--- src/rtl/mips_pkg.sv ---
// Shared MIPS pipeline definitions: memory map, pc select encoding
// and the IF/ID pipeline register bundle.
package mips_pkg;

    localparam logic [31:0] TEXT_BASE = 32'h0000_3000;
    localparam logic [31:0] DATA_BASE = 32'h0000_0000;
    localparam logic [31:0] NOP       = 32'h0000_0000;

    typedef enum logic [1:0] {
        PC_SEQ    = 2'd0,
        PC_HOLD   = 2'd1,
        PC_JUMP   = 2'd2,
        PC_BRANCH = 2'd3
    } pc_sel_e;

    typedef struct packed {
        logic [31:0] pc;
        logic [31:0] inst;
        logic        valid;
    } if_id_t;

endpackage

--- src/rtl/pc_next_sel.sv ---
// Next-PC priority mux: EX branch over load-use stall over ID jump
// over sequential fetch.
module pc_next_sel
    import mips_pkg::*;
(
    input  logic [31:0] if_pc,
    input  logic        id_valid,
    input  logic        id_stall,
    input  logic        id_jump,
    input  logic [31:0] id_jump_target,
    input  logic        ex_branch_taken,
    input  logic [31:0] ex_branch_target,
    output pc_sel_e     pc_sel,
    output logic [31:0] pc_next
);

    always_comb begin
        pc_sel  = PC_SEQ;
        pc_next = if_pc + 32'd4;
        if (ex_branch_taken) begin
            pc_sel  = PC_BRANCH;
            pc_next = ex_branch_target;
        end else if (id_stall) begin
            pc_sel  = PC_HOLD;
            pc_next = if_pc;
        end else if (id_jump && id_valid) begin
            // a jump with nothing live in ID is stale and ignored
            pc_sel  = PC_JUMP;
            pc_next = id_jump_target;
        end
    end

endmodule

--- src/rtl/if_stage.sv ---
// Instruction fetch: PC register, IF/ID register, fetch address
// check and fetch/bubble performance counters.
module if_stage
    import mips_pkg::*;
#(
    parameter logic [31:0] TEXT_BASE  = mips_pkg::TEXT_BASE,
    parameter int          IMEM_WORDS = 1024,
    parameter int          CNT_W      = 32
) (
    input  logic             clk,
    input  logic             rst,
    output logic [31:0]      imem_addr,
    input  logic [31:0]      imem_rdata,
    input  logic             id_stall,
    input  logic             id_jump,
    input  logic [31:0]      id_jump_target,
    input  logic             ex_branch_taken,
    input  logic [31:0]      ex_branch_target,
    output logic [31:0]      IF_PC,
    output logic [31:0]      ID_PC,
    output logic [31:0]      ID_inst,
    output logic             ID_valid,
    output logic [31:0]      ID_pc4,
    output logic             addr_err,
    output logic [CNT_W-1:0] fetch_cnt,
    output logic [CNT_W-1:0] bubble_cnt
);

    localparam logic [32:0] TEXT_LO = {1'b0, TEXT_BASE};
    localparam logic [32:0] TEXT_HI = TEXT_LO + 33'(4 * IMEM_WORDS);

    logic [31:0]      if_pc_q, if_pc_d;
    if_id_t           if_id_q, if_id_d;
    logic             addr_err_q, addr_err_d;
    logic [CNT_W-1:0] fetch_cnt_q, fetch_cnt_d;
    logic [CNT_W-1:0] bubble_cnt_q, bubble_cnt_d;

    pc_sel_e     pc_sel;
    logic [31:0] pc_next;
    logic        fetch_ok;
    logic        load_valid;
    logic        load_bubble;

    pc_next_sel u_pc_next_sel (
        .if_pc            (if_pc_q),
        .id_valid         (if_id_q.valid),
        .id_stall         (id_stall),
        .id_jump          (id_jump),
        .id_jump_target   (id_jump_target),
        .ex_branch_taken  (ex_branch_taken),
        .ex_branch_target (ex_branch_target),
        .pc_sel           (pc_sel),
        .pc_next          (pc_next)
    );

    assign fetch_ok = (if_pc_q[1:0] == 2'b00)
                   && ({1'b0, if_pc_q} >= TEXT_LO)
                   && ({1'b0, if_pc_q} < TEXT_HI);

    always_comb begin
        if_pc_d     = if_pc_q;
        if_id_d     = if_id_q;
        addr_err_d  = addr_err_q;
        load_valid  = 1'b0;
        load_bubble = 1'b0;
        case (pc_sel)
            PC_BRANCH, PC_JUMP: begin
                if_pc_d       = pc_next;
                if_id_d.valid = 1'b0;
                if_id_d.inst  = NOP;
                load_bubble   = 1'b1;
            end
            PC_HOLD: begin
            end
            PC_SEQ: begin
                if_pc_d = pc_next;
                if (fetch_ok) begin
                    if_id_d.pc    = if_pc_q;
                    if_id_d.inst  = imem_rdata;
                    if_id_d.valid = 1'b1;
                    load_valid    = 1'b1;
                end else begin
                    if_id_d.valid = 1'b0;
                    if_id_d.inst  = NOP;
                    addr_err_d    = 1'b1;
                    load_bubble   = 1'b1;
                end
            end
        endcase
        fetch_cnt_d  = fetch_cnt_q;
        bubble_cnt_d = bubble_cnt_q;
        if (load_valid && fetch_cnt_q != '1)
            fetch_cnt_d = fetch_cnt_q + 1'b1;
        if (load_bubble && bubble_cnt_q != '1)
            bubble_cnt_d = bubble_cnt_q + 1'b1;
    end

    always_ff @(posedge clk or negedge rst) begin
        if (!rst) begin
            if_pc_q      <= TEXT_BASE;
            if_id_q      <= '0;
            addr_err_q   <= 1'b0;
            fetch_cnt_q  <= '0;
            bubble_cnt_q <= '0;
        end else begin
            if_pc_q      <= if_pc_d;
            if_id_q      <= if_id_d;
            addr_err_q   <= addr_err_d;
            fetch_cnt_q  <= fetch_cnt_d;
            bubble_cnt_q <= bubble_cnt_d;
        end
    end

    assign imem_addr  = if_pc_q;
    assign IF_PC      = if_pc_q;
    assign ID_PC      = if_id_q.pc;
    assign ID_inst    = if_id_q.inst;
    assign ID_valid   = if_id_q.valid;
    assign ID_pc4     = if_id_q.pc + 32'd4;
    assign addr_err   = addr_err_q;
    assign fetch_cnt  = fetch_cnt_q;
    assign bubble_cnt = bubble_cnt_q;

endmodule

--- config.mk ---
export PLATFORM = sky130hd
export DESIGN_NAME = if_stage
export DESIGN_NICKNAME = d
export VERILOG_FILES = /design/src/rtl/mips_pkg.sv /design/src/rtl/pc_next_sel.sv /design/src/rtl/if_stage.sv
export SDC_FILE = /design/constraint.sdc
export NUM_CORES = 1
export LEC_CHECK = 0
export ABC_AREA = 1
export CORE_MARGIN = 2
export CORE_UTILIZATION = 49
export CTS_BUF_LIST = sky130_fd_sc_hd__clkbuf_8
export CTS_CLUSTER_SIZE = 20
export DETAILED_ROUTE_END_ITERATION = 7
export GPL_TIMING_DRIVEN = 0
export PLACE_DENSITY = 0.84
export REMOVE_ABC_BUFFERS = 1
export SLEW_MARGIN = 20
export SYNTH_ARGS = -nofsm -noshare
export SYNTH_HDL_FRONTEND = slang
export SYNTH_SLANG_ARGS = --single-unit
export TNS_END_PERCENT = 1
--- constraint.sdc ---
create_clock -name clk -period 2 [get_ports clk]
set_input_delay 0.4 -clock clk [delete_from_list [all_inputs] [get_ports clk]]
set_output_delay 0.4 -clock clk [all_outputs]
set_load 0.01 [all_outputs]
Yosys cells after proc, flatten, opt, wreduce, memory -nomap -nowiden
Index checks and enable logic that the tools add are counted.
{"block": "word_totals", "regBits": 162, "in_bits": 101, "out_inout_bits": 226, "elab_cells": 44}
{"block": "op_classes", "addsub": 4, "n_lt_le_gt_ge": 2, "eq_ne": 5, "mux": 12, "bitwise_logic": 1, "n_reduce_logical": 13}
{"operator": "32-bit 2-to-1 mux", "n": 3}
{"operator": "33-bit case mux with 2 select lines", "n": 1}
{"operator": "32-bit by 1-bit adder with 32-bit output (second input constant)", "n": 2}
{"operator": "32-bit by 3-bit adder with 32-bit output (second input constant)", "n": 2}
{"operator": "32-bit inequality test (second input constant)", "n": 2}
{"operator": "33-bit 2-to-1 mux", "n": 1}
{"operator": "32-bit by 14-bit greater-or-equal comparator with 1-bit output (second input constant)", "n": 1}
{"operator": "32-bit by 15-bit < comparator with 1-bit output (second input constant)", "n": 1}
{"operator": "2-bit 2-to-1 mux", "n": 3}
{"operator": "2-bit AND reduction", "n": 3}
{"operator": "1-bit logical AND", "n": 5}
{"operator": "2-bit equality test (second input constant)", "n": 2}
{"operator": "2-bit zero test", "n": 2}
{"operator": "1-bit 2-to-1 mux", "n": 3}
{"operator": "3-bit OR reduction", "n": 1}
{"operator": "2-bit by 1-bit inequality test with 1-bit output (second input constant)", "n": 1}
{"operator": "1-bit case mux with 2 select lines", "n": 1}
{"operator": "2-bit nonzero test", "n": 1}
{"operator": "2-bit OR reduction", "n": 1}
{"operator": "1-bit NOT", "n": 1}

Longest topological paths before layout
Gate-level depths: netlist of run 1.
{"block": "logic_depth", "depth_word": 8, "ltp_mapped": 13, "depth_no_buf": 12}

Modules after synthesis
A second synthesis of run 1 with hierarchy kept.
{"block": "hier_totals", "hier_cells": 1662, "hier_area_um2": 10869.2}
{"mod": "if_stage", "n_inst": 1, "cells_per_inst": 1265, "area_each_um2": 9032.4}
{"mod": "pc_next_sel", "n_inst": 1, "cells_per_inst": 397, "area_each_um2": 1836.8}

Least setup slack after synthesis of run 1
Ideal clock, no wire load.
{"block": "synth_path", "path_type": "flip-flop to output port", "startpoint": "register if_id_q, in the netlist ID_PC[3]", "endpoint": "output ID_pc4[24]", "arrival_time_ps": 1617, "slack_ps": -17, "stages_incl_launch_ff": 9, "n_path_buf": 0, "path_cell_list": "dfrtp_1 -> ha_1 -> inv_1 -> nor2_2 -> nand2_1 -> nor2_1 -> nand3_1 -> nor2_1 -> xor2_1"}
{"block": "synth_between", "elab_chain_len": 1}
{"item": "start, declared", "line": "if_stage.sv:33", "rtl": "if_id_t if_id_q, if_id_d;"}
{"item": "start signal, assigned", "line": "if_stage.sv:107", "rtl": "if_id_q <= if_id_d;"}
{"item": "32-bit by 3-bit adder with 32-bit output", "line": "if_stage.sv:119", "rtl": "assign ID_pc4 = if_id_q.pc + 32'd4;"}
{"item": "end, declared", "line": "if_stage.sv:23", "rtl": "output logic [31:0] ID_pc4,"}
No other way between the ends.

Final worst setup path of run 1
{"block": "layout_path", "startpoint": "register if_id_q, in the netlist ID_PC[3]", "endpoint": "output ID_pc4[28]"}
The elaborated chain is that of the path after synthesis.

==> impl_metrics.ini, run 1 <==
[power_and_ir_drop]
power_frac_comb_pct = 23.5
power.clock.fraction_pct = 28.9
cellPowerDensity_nw_per_um2 = 544
power.switching_uw = 2640
p_leak_uw = 0.00676
swShare_pct = 32.8
total_power_uw = 8060
sequentialPowerShare_pct = 47.6
p_int_uw = 5420
peakVddDrop_v = 0.000382

[final_layout]
n_antenna_cell = 0
multi_input_area_um2 = 5820
register_area_um2 = 4110
synthToLayoutAreaGrowth_pct = 41.5
drive_gt1_share_pct = 12.8
layout.nets = 1966
fillCellCount = 1662
instances_no_fill = 2147

[drt]
drt-pass1-iter-count = 5
ant_nets = 0
routed_via_density = 5.38
wl_mm = 36.1
vias = 11600
drtIter0Drc = 966
wire_per_inst_um = 16.8
drc = 0

[synth]
synth_commonest_cells = nand2_1, nor2_1, dfrtp_1
yosysMostFrequentCell = nand2_1
yosys_warnings = 0
synth.area.top_cells = dfrtp_1, nand2_1, nor2_1
yosysTopAreaCell = dfrtp_1
synth-seq-cells = 162
synth_ff_type = dfrtp_1
synth_top_area_share_pct = 38.3
ys_types = 36
syn_inst = 1546
mappedNetlistArea_um2 = 10500
postSynthAreaPerCell_um2 = 6.77
ys_seq_area_share_pct = 38.8
synthArstFlopShare_pct = 100
synth-edff-count = 0

[timing]
min_period_over_period_pct = 127
timing.final.crit_period_ps = 2540
worst_slew_pin_slew_ps = 640
skew_ps = 18.6
drv_slew = 0
rsz0062_at_grt = yes
finalSetupViolCount = 38
clock.fmax_ghz = 0.394
slew_headroom_pct = 57.2
tns_ps = -8930
hold_viol = 0
finalWorstSetupSlack_ps = -537

[die]
die_x_um = 150
core_um2 = 21000
ioPinCount = 327
die-area_um2 = 22500
start_util_pct = 49.8
die_h_um = 150
rows = 53

[clock_tree]
cts_made_buffers = 17
h-tree-depth = 4
clkSlewWorstSetupHoldPaths_ps = 90
clock_sinks = 162
cts_tree = done
cts_buffer_depth = 2
root_buffer = clkbuf_8
clkLatencyLatePin_ps = 470

[grt]
antenna_found_initial = 0
grt-ovfl-total = 0
grt_pass1_vias = 11100
grt_max_degree = 98
grt_usage_pct = 31.9
grt_first_pass_wirelength_mm = 56.5

[worst_setup_path]
required_ps = 1600
arrival_ps = 2140
cp-end-kind = primary output
startpoint = ID_PC[3]$_DFFE_PN0P_
worstPathMaxFanout = 4
worstSetupStartpointType = flop
timing.rr.start = fetch_cnt[0]$_DFFE_PN0P_
critical_path_class = flop to primary output

[status]
violations = setup timing
status = finished, violations left

[place]
gp_congestion = 0.949
dp_hpwl_mm = 24.9
io_buffers = 326
placed_cells = 2075

[min_path]
min_path_type = input pin to asynchronous set/reset pin

[run]
drv_cap = 0
metal layers:
layer / track usage [%] / vias up / part of all wire (%) / wire length, um
li1: - / 5478 / - / -
met1: 39.6 / 5355 / 40 / 14300
met2: 54.3 / 597 / 49 / 17500
met3: 6.09 / 127 / 7.7 / 2770
met4: 13.6 / 0 / 4.0 / 1460
met5: 0 / - / 0 / 0
worst max-delay path, stage by stage (launching register included):
cell	delay, ps
dfrtp_1	380
ha_2	200
inv_2	50
nor2_4	180
nand4_1	200
nor2_2	180
nand4_1	170
xor2_1	170
buf_2	150
worst paths after layout:
kind,end,cells past startpoint,slack (ps)
min,bubble_cnt[21]$_DFFE_PN0P_,2,460
max reg2reg,fetch_cnt[19]$_DFFE_PN0P_,8,-70
max,ID_pc4[28],8,-540
min in group clk,IF_PC[1]$_DFFE_PN0P_,3,480
max in group asynchronous,IF_PC[25]$_DFFE_PN0P_,3,640
min reg2reg,addr_err$_DFFE_PN0P_,2,480
sequential cells by signal, indices dropped and copies added, names as in the netlist:
name and cells:
ID_PC 32, ID_inst 32, ID_valid 1, IF_PC 32, addr_err 1, bubble_cnt 32, fetch_cnt 32
cell families after synthesis:
group / share of synthesized area, %
flip-flops: 38.8
adder cells (fa/ha/maj): 0.598
XOR/XNOR: 5.19
AO/OA/AOI/OAI: 6.28
AND/OR/NAND/NOR: 39.2
buffers and inverters: 9.98
placed cells by master, fill, tap and decap left out, types with 7 or more instances in the layout:
cell / count
nor2_2: 17
dlygate4sd2_1: 14
dfrtp_2: 46
nor3_1: 12
a22o_1: 32
inv_1: 139
nand2_2: 8
xnor2_1: 12
nand3_1: 65
buf_4: 33
xor2_1: 49
inv_2: 7
nand4_1: 42
buf_2: 15
nand2_1: 601
clkdlybuf4s50_1: 286
nand3b_1: 19
nor2_4: 27
nor2_1: 170
dfrtp_1: 114
o21ai_0: 52
clkbuf_8: 18
power by group through the flow:
| stage | Sequential (uW) | Clock (uW) | Combinational, uW |
|---|---|---|---|
| floorplan | 3870 | 0 | 647 |
| global placement | 3840 | 0 | 1720 |
| detailed placement | 3850 | 0 | 1780 |
| CTS | 3800 | 2350 | 1840 |
| global route | 3860 | 2500 | 2070 |
| finish | 3840 | 2330 | 1890 |
stage by stage:
| step | instance area [um2] | hold WS (ps) | utilization (%) | worst slack [ps] |
|---|---|---|---|---|
| final | 14800 | 462 | 70.5 | -537 |
| after global routing | 14800 | 480 | 70.5 | -647 |
| after CTS | 14600 | 448 | 69.6 | -460 |
| after detailed placement | 13700 | 384 | 65.2 | -2730 |
| after global placement | 13600 | 454 | 64.7 | -6270 |
| after floorplan | 9990 | 104 | - | -1080 |
what timing repair did:
item	4_1_cts	5_1_grt
hold buffers	1	0
buffers inserted	34	2
pin swaps	31	17
hold endpoints to repair	64	0
gates resized for setup	210	54
cloned	4	0
setup endpoints to repair	234	155
layout make-up:
class / instances / share of cell area, %
multi-input combinational: 1162 / 39.3
sequential: 162 / 27.8
timing repair buffer: 367 / 24.2
inverter: 150 / 3.98
tap: 275 / 2.32
clock buffer: 18 / 1.67
clock inverter: 13 / 0.760
(Power assumes the default switching activity.)
==> run 2, diff against run 1 <==
--- a/config.mk
+++ b/config.mk
@@ -5,14 +5,14 @@
 export SDC_FILE = /design/constraint.sdc
 export NUM_CORES = 1
 export LEC_CHECK = 0
-export ABC_AREA = 1
 export CORE_MARGIN = 2
-export CORE_UTILIZATION = 49
+export CORE_UTILIZATION = 46
 export CTS_BUF_LIST = sky130_fd_sc_hd__clkbuf_8
+export CTS_CLUSTER_DIAMETER = 60
 export CTS_CLUSTER_SIZE = 20
 export DETAILED_ROUTE_END_ITERATION = 7
 export GPL_TIMING_DRIVEN = 0
-export PLACE_DENSITY = 0.84
+export PLACE_DENSITY = 0.83
 export REMOVE_ABC_BUFFERS = 1
 export SLEW_MARGIN = 20
 export SYNTH_ARGS = -nofsm -noshare
==> impl_metrics.ini, run 2 <==
[power_and_ir_drop]
p_int_uw = 5290
power.switching_uw = 2220
sequentialPowerShare_pct = 50.4
cellPowerDensity_nw_per_um2 = 584
peakVddDrop_v = 0.000405
total_power_uw = 7510
power_frac_comb_pct = 17.8
swShare_pct = 29.6
power.clock.fraction_pct = 31.8
p_leak_uw = 0.00560

[final_layout]
instances_no_fill = 1420
synthToLayoutAreaGrowth_pct = 47.9
drive_gt1_share_pct = 18.4
layout.nets = 1278
final_cell_mix = clkdlybuf4s50_1, dfrtp_1, nand2_1
final_common_cell = clkdlybuf4s50_1

[timing]
finalWorstSetupSlack_ps = -631
drv_slew = 0
skew_ps = 13.7
worst_slew_pin_slew_ps = 782
rsz0062_at_grt = yes
hold_viol = 0
min_period_over_period_pct = 132
clock.fmax_ghz = 0.380
finalSetupViolCount = 154
slew_headroom_pct = 47.5
timing.final.crit_period_ps = 2630

[die]
die_h_um = 142
start_util_pct = 46.7
die-area_um2 = 20000
ioPinCount = 327
die_x_um = 142
rows = 50
core_um2 = 18600

[synth]
synthArstFlopShare_pct = 100
ys_types = 64
synth.area.top_cells = dfrtp_1, xnor2_1, xor2_1
synth_commonest_cells = dfrtp_1, nand2_1, xnor2_1
postSynthAreaPerCell_um2 = 10.1
yosysMostFrequentCell = dfrtp_1
yosysTopAreaCell = dfrtp_1
synthMuxAreaShare_pct = 2.00
synth_top_family_by_area = simple AND/OR/NAND/NOR gates
synth_ff_type = dfrtp_1
mappedNetlistArea_um2 = 8700
synth-edff-count = 0
synthSimpleGateAreaFrac_pct = 23.5
synth_top_area_share_pct = 46.0
syn_inst = 863
synth_adder_area_share_pct = 0.719
synth-xor-area-share_pct = 9.87
yosys_warnings = 0
synth-seq-cells = 162
synth_compound_area_share_pct = 11.7
ys_seq_area_share_pct = 46.6

[drt]
ant_nets = 0
wl_mm = 28.7
wire_per_inst_um = 20.2
drt-pass1-iter-count = 5
drtIter0Drc = 577
drc = 0
vias = 8230
routed_via_density = 5.80

[grt]
grt_max_degree = 99
grt_usage_pct = 27.9
grt_pass1_vias = 7911
grt-ovfl-total = 0
grt_first_pass_wirelength_mm = 44.0
antenna_found_initial = 1

[worst_setup_path]
critPathMaxStageDelay_ps = 380
timing.rr.start = IF_PC[16]$_DFFE_PN0P_
worstRegToRegCells = 5
cp-end-kind = primary output
startpoint = ID_PC[4]$_DFFE_PN0P_
worstPathMaxFanout = 3
rr_endpoint = fetch_cnt[30]$_DFFE_PN0P_
critical_path_class = flop to primary output
required_ps = 1600
regToRegSetupSlack_ps = -300
worstSetupStartpointType = flop
critical-path-slowest-cell = dfrtp_2
crit_top_cell = buf_4
critPathCapture = ID_pc4[29]
worstPathCellList = nand4_1 -> buf_4 -> nor4_4 -> buf_4 -> nand3_4 -> buf_6 -> nor3_2 -> xor2_1 -> buf_2
arrival_ps = 2230

[run]
drv_cap = 0

[place]
dp_hpwl_mm = 19.6
pre_cts_slack_ps = -1330
io_buffers = 326
gp_congestion = 0.861
placed_cells = 1353

[clock_tree]
cts_tree = done
cts_made_buffers = 17
clkLatencyLatePin_ps = 460
cts_buffer_depth = 2
clock_sinks = 162
root_buffer = clkbuf_8
h-tree-depth = 4
clkSlewWorstSetupHoldPaths_ps = 90

[status]
status = finished, violations left
violations = setup timing

[min_path]
min_path_type = input pin to flop
-- run 2: power by group through the flow --
stage,sequential [uW],combinational [uW],clock [uW]
floorplan,3840,370,0
global placement,3810,1290,0
detailed placement,3810,1330,0
CTS,3760,1350,2430
global route,3810,1440,2580
finish,3790,1340,2390
-- run 2: worst min path at each step --
stage,startpoint,end,cells past startpoint
after global routing,ex_branch_taken,IF_PC[12]$_DFFE_PN1P_,3
after detailed placement,rst,IF_PC[23]$_DFFE_PN0P_,1
after global placement,addr_err$_DFFE_PN0P_,addr_err$_DFFE_PN0P_,1
final,ex_branch_taken,IF_PC[12]$_DFFE_PN1P_,3
after floorplan,rst,ID_PC[0]$_DFFE_PN0P_,0
after CTS,ex_branch_taken,IF_PC[12]$_DFFE_PN1P_,3
-- run 2: logic make-up after synthesis --
family	after synthesis
simple gates	352
flops	162
compound gates	140
xor+xnor	98
buf+inv	90
mux	16
fa+ha+maj	5
-- run 2: area by class of cell --
cell class                 count  area (um2)
antenna                        1        2.50
clock buffer                  19         262
clock inverter                13         129
fill                        1384        5780
inverter                      15        56.3
multi-input combinational    611        4480
sequential                   162        4110
tap                          234         293
timing repair buffer         365        3540
-- run 2: worst max-delay path, delay by kind of cell, from the launching register on --
| family | cells | cell delay [ps] |
|---|---|---|
| DFF | 1 | 380 |
| buffers and inverters | 4 | 630 |
| xor gates and xnor gates | 1 | 180 |
| and+or+nand+nor | 4 | 590 |
-- run 2: repair_timing --
action                                  4_1_cts  5_1_grt
endpoints found under the setup margin      206      197
hold endpoints to repair                     62        0
setup buffers                                28        5
resized for setup                           175       53
hold buffers                                  1        0
pin swaps                                    20       25
-- run 2: through the flow --
step	instance area (um2)	hold WS (ps)	setup TNS [ps]	utilization, %
floorplan	8270	104	-48130	-
global placement	11800	450	-1416460	63.4
detailed placement	11900	375	-121970	64.1
CTS	12700	280	-18820	67.9
global route	12900	311	-36510	69.0
finish	12900	303	-22920	69.0
-- run 2: per-layer routing --
metal	part of all wire (%)	up-vias	track usage [%]
met5	0	-	0
met4	3.0	0	9.21
met3	7.2	62	5.87
met1	40	4051	36.3
li1	-	3742	-
met2	50	375	46.6
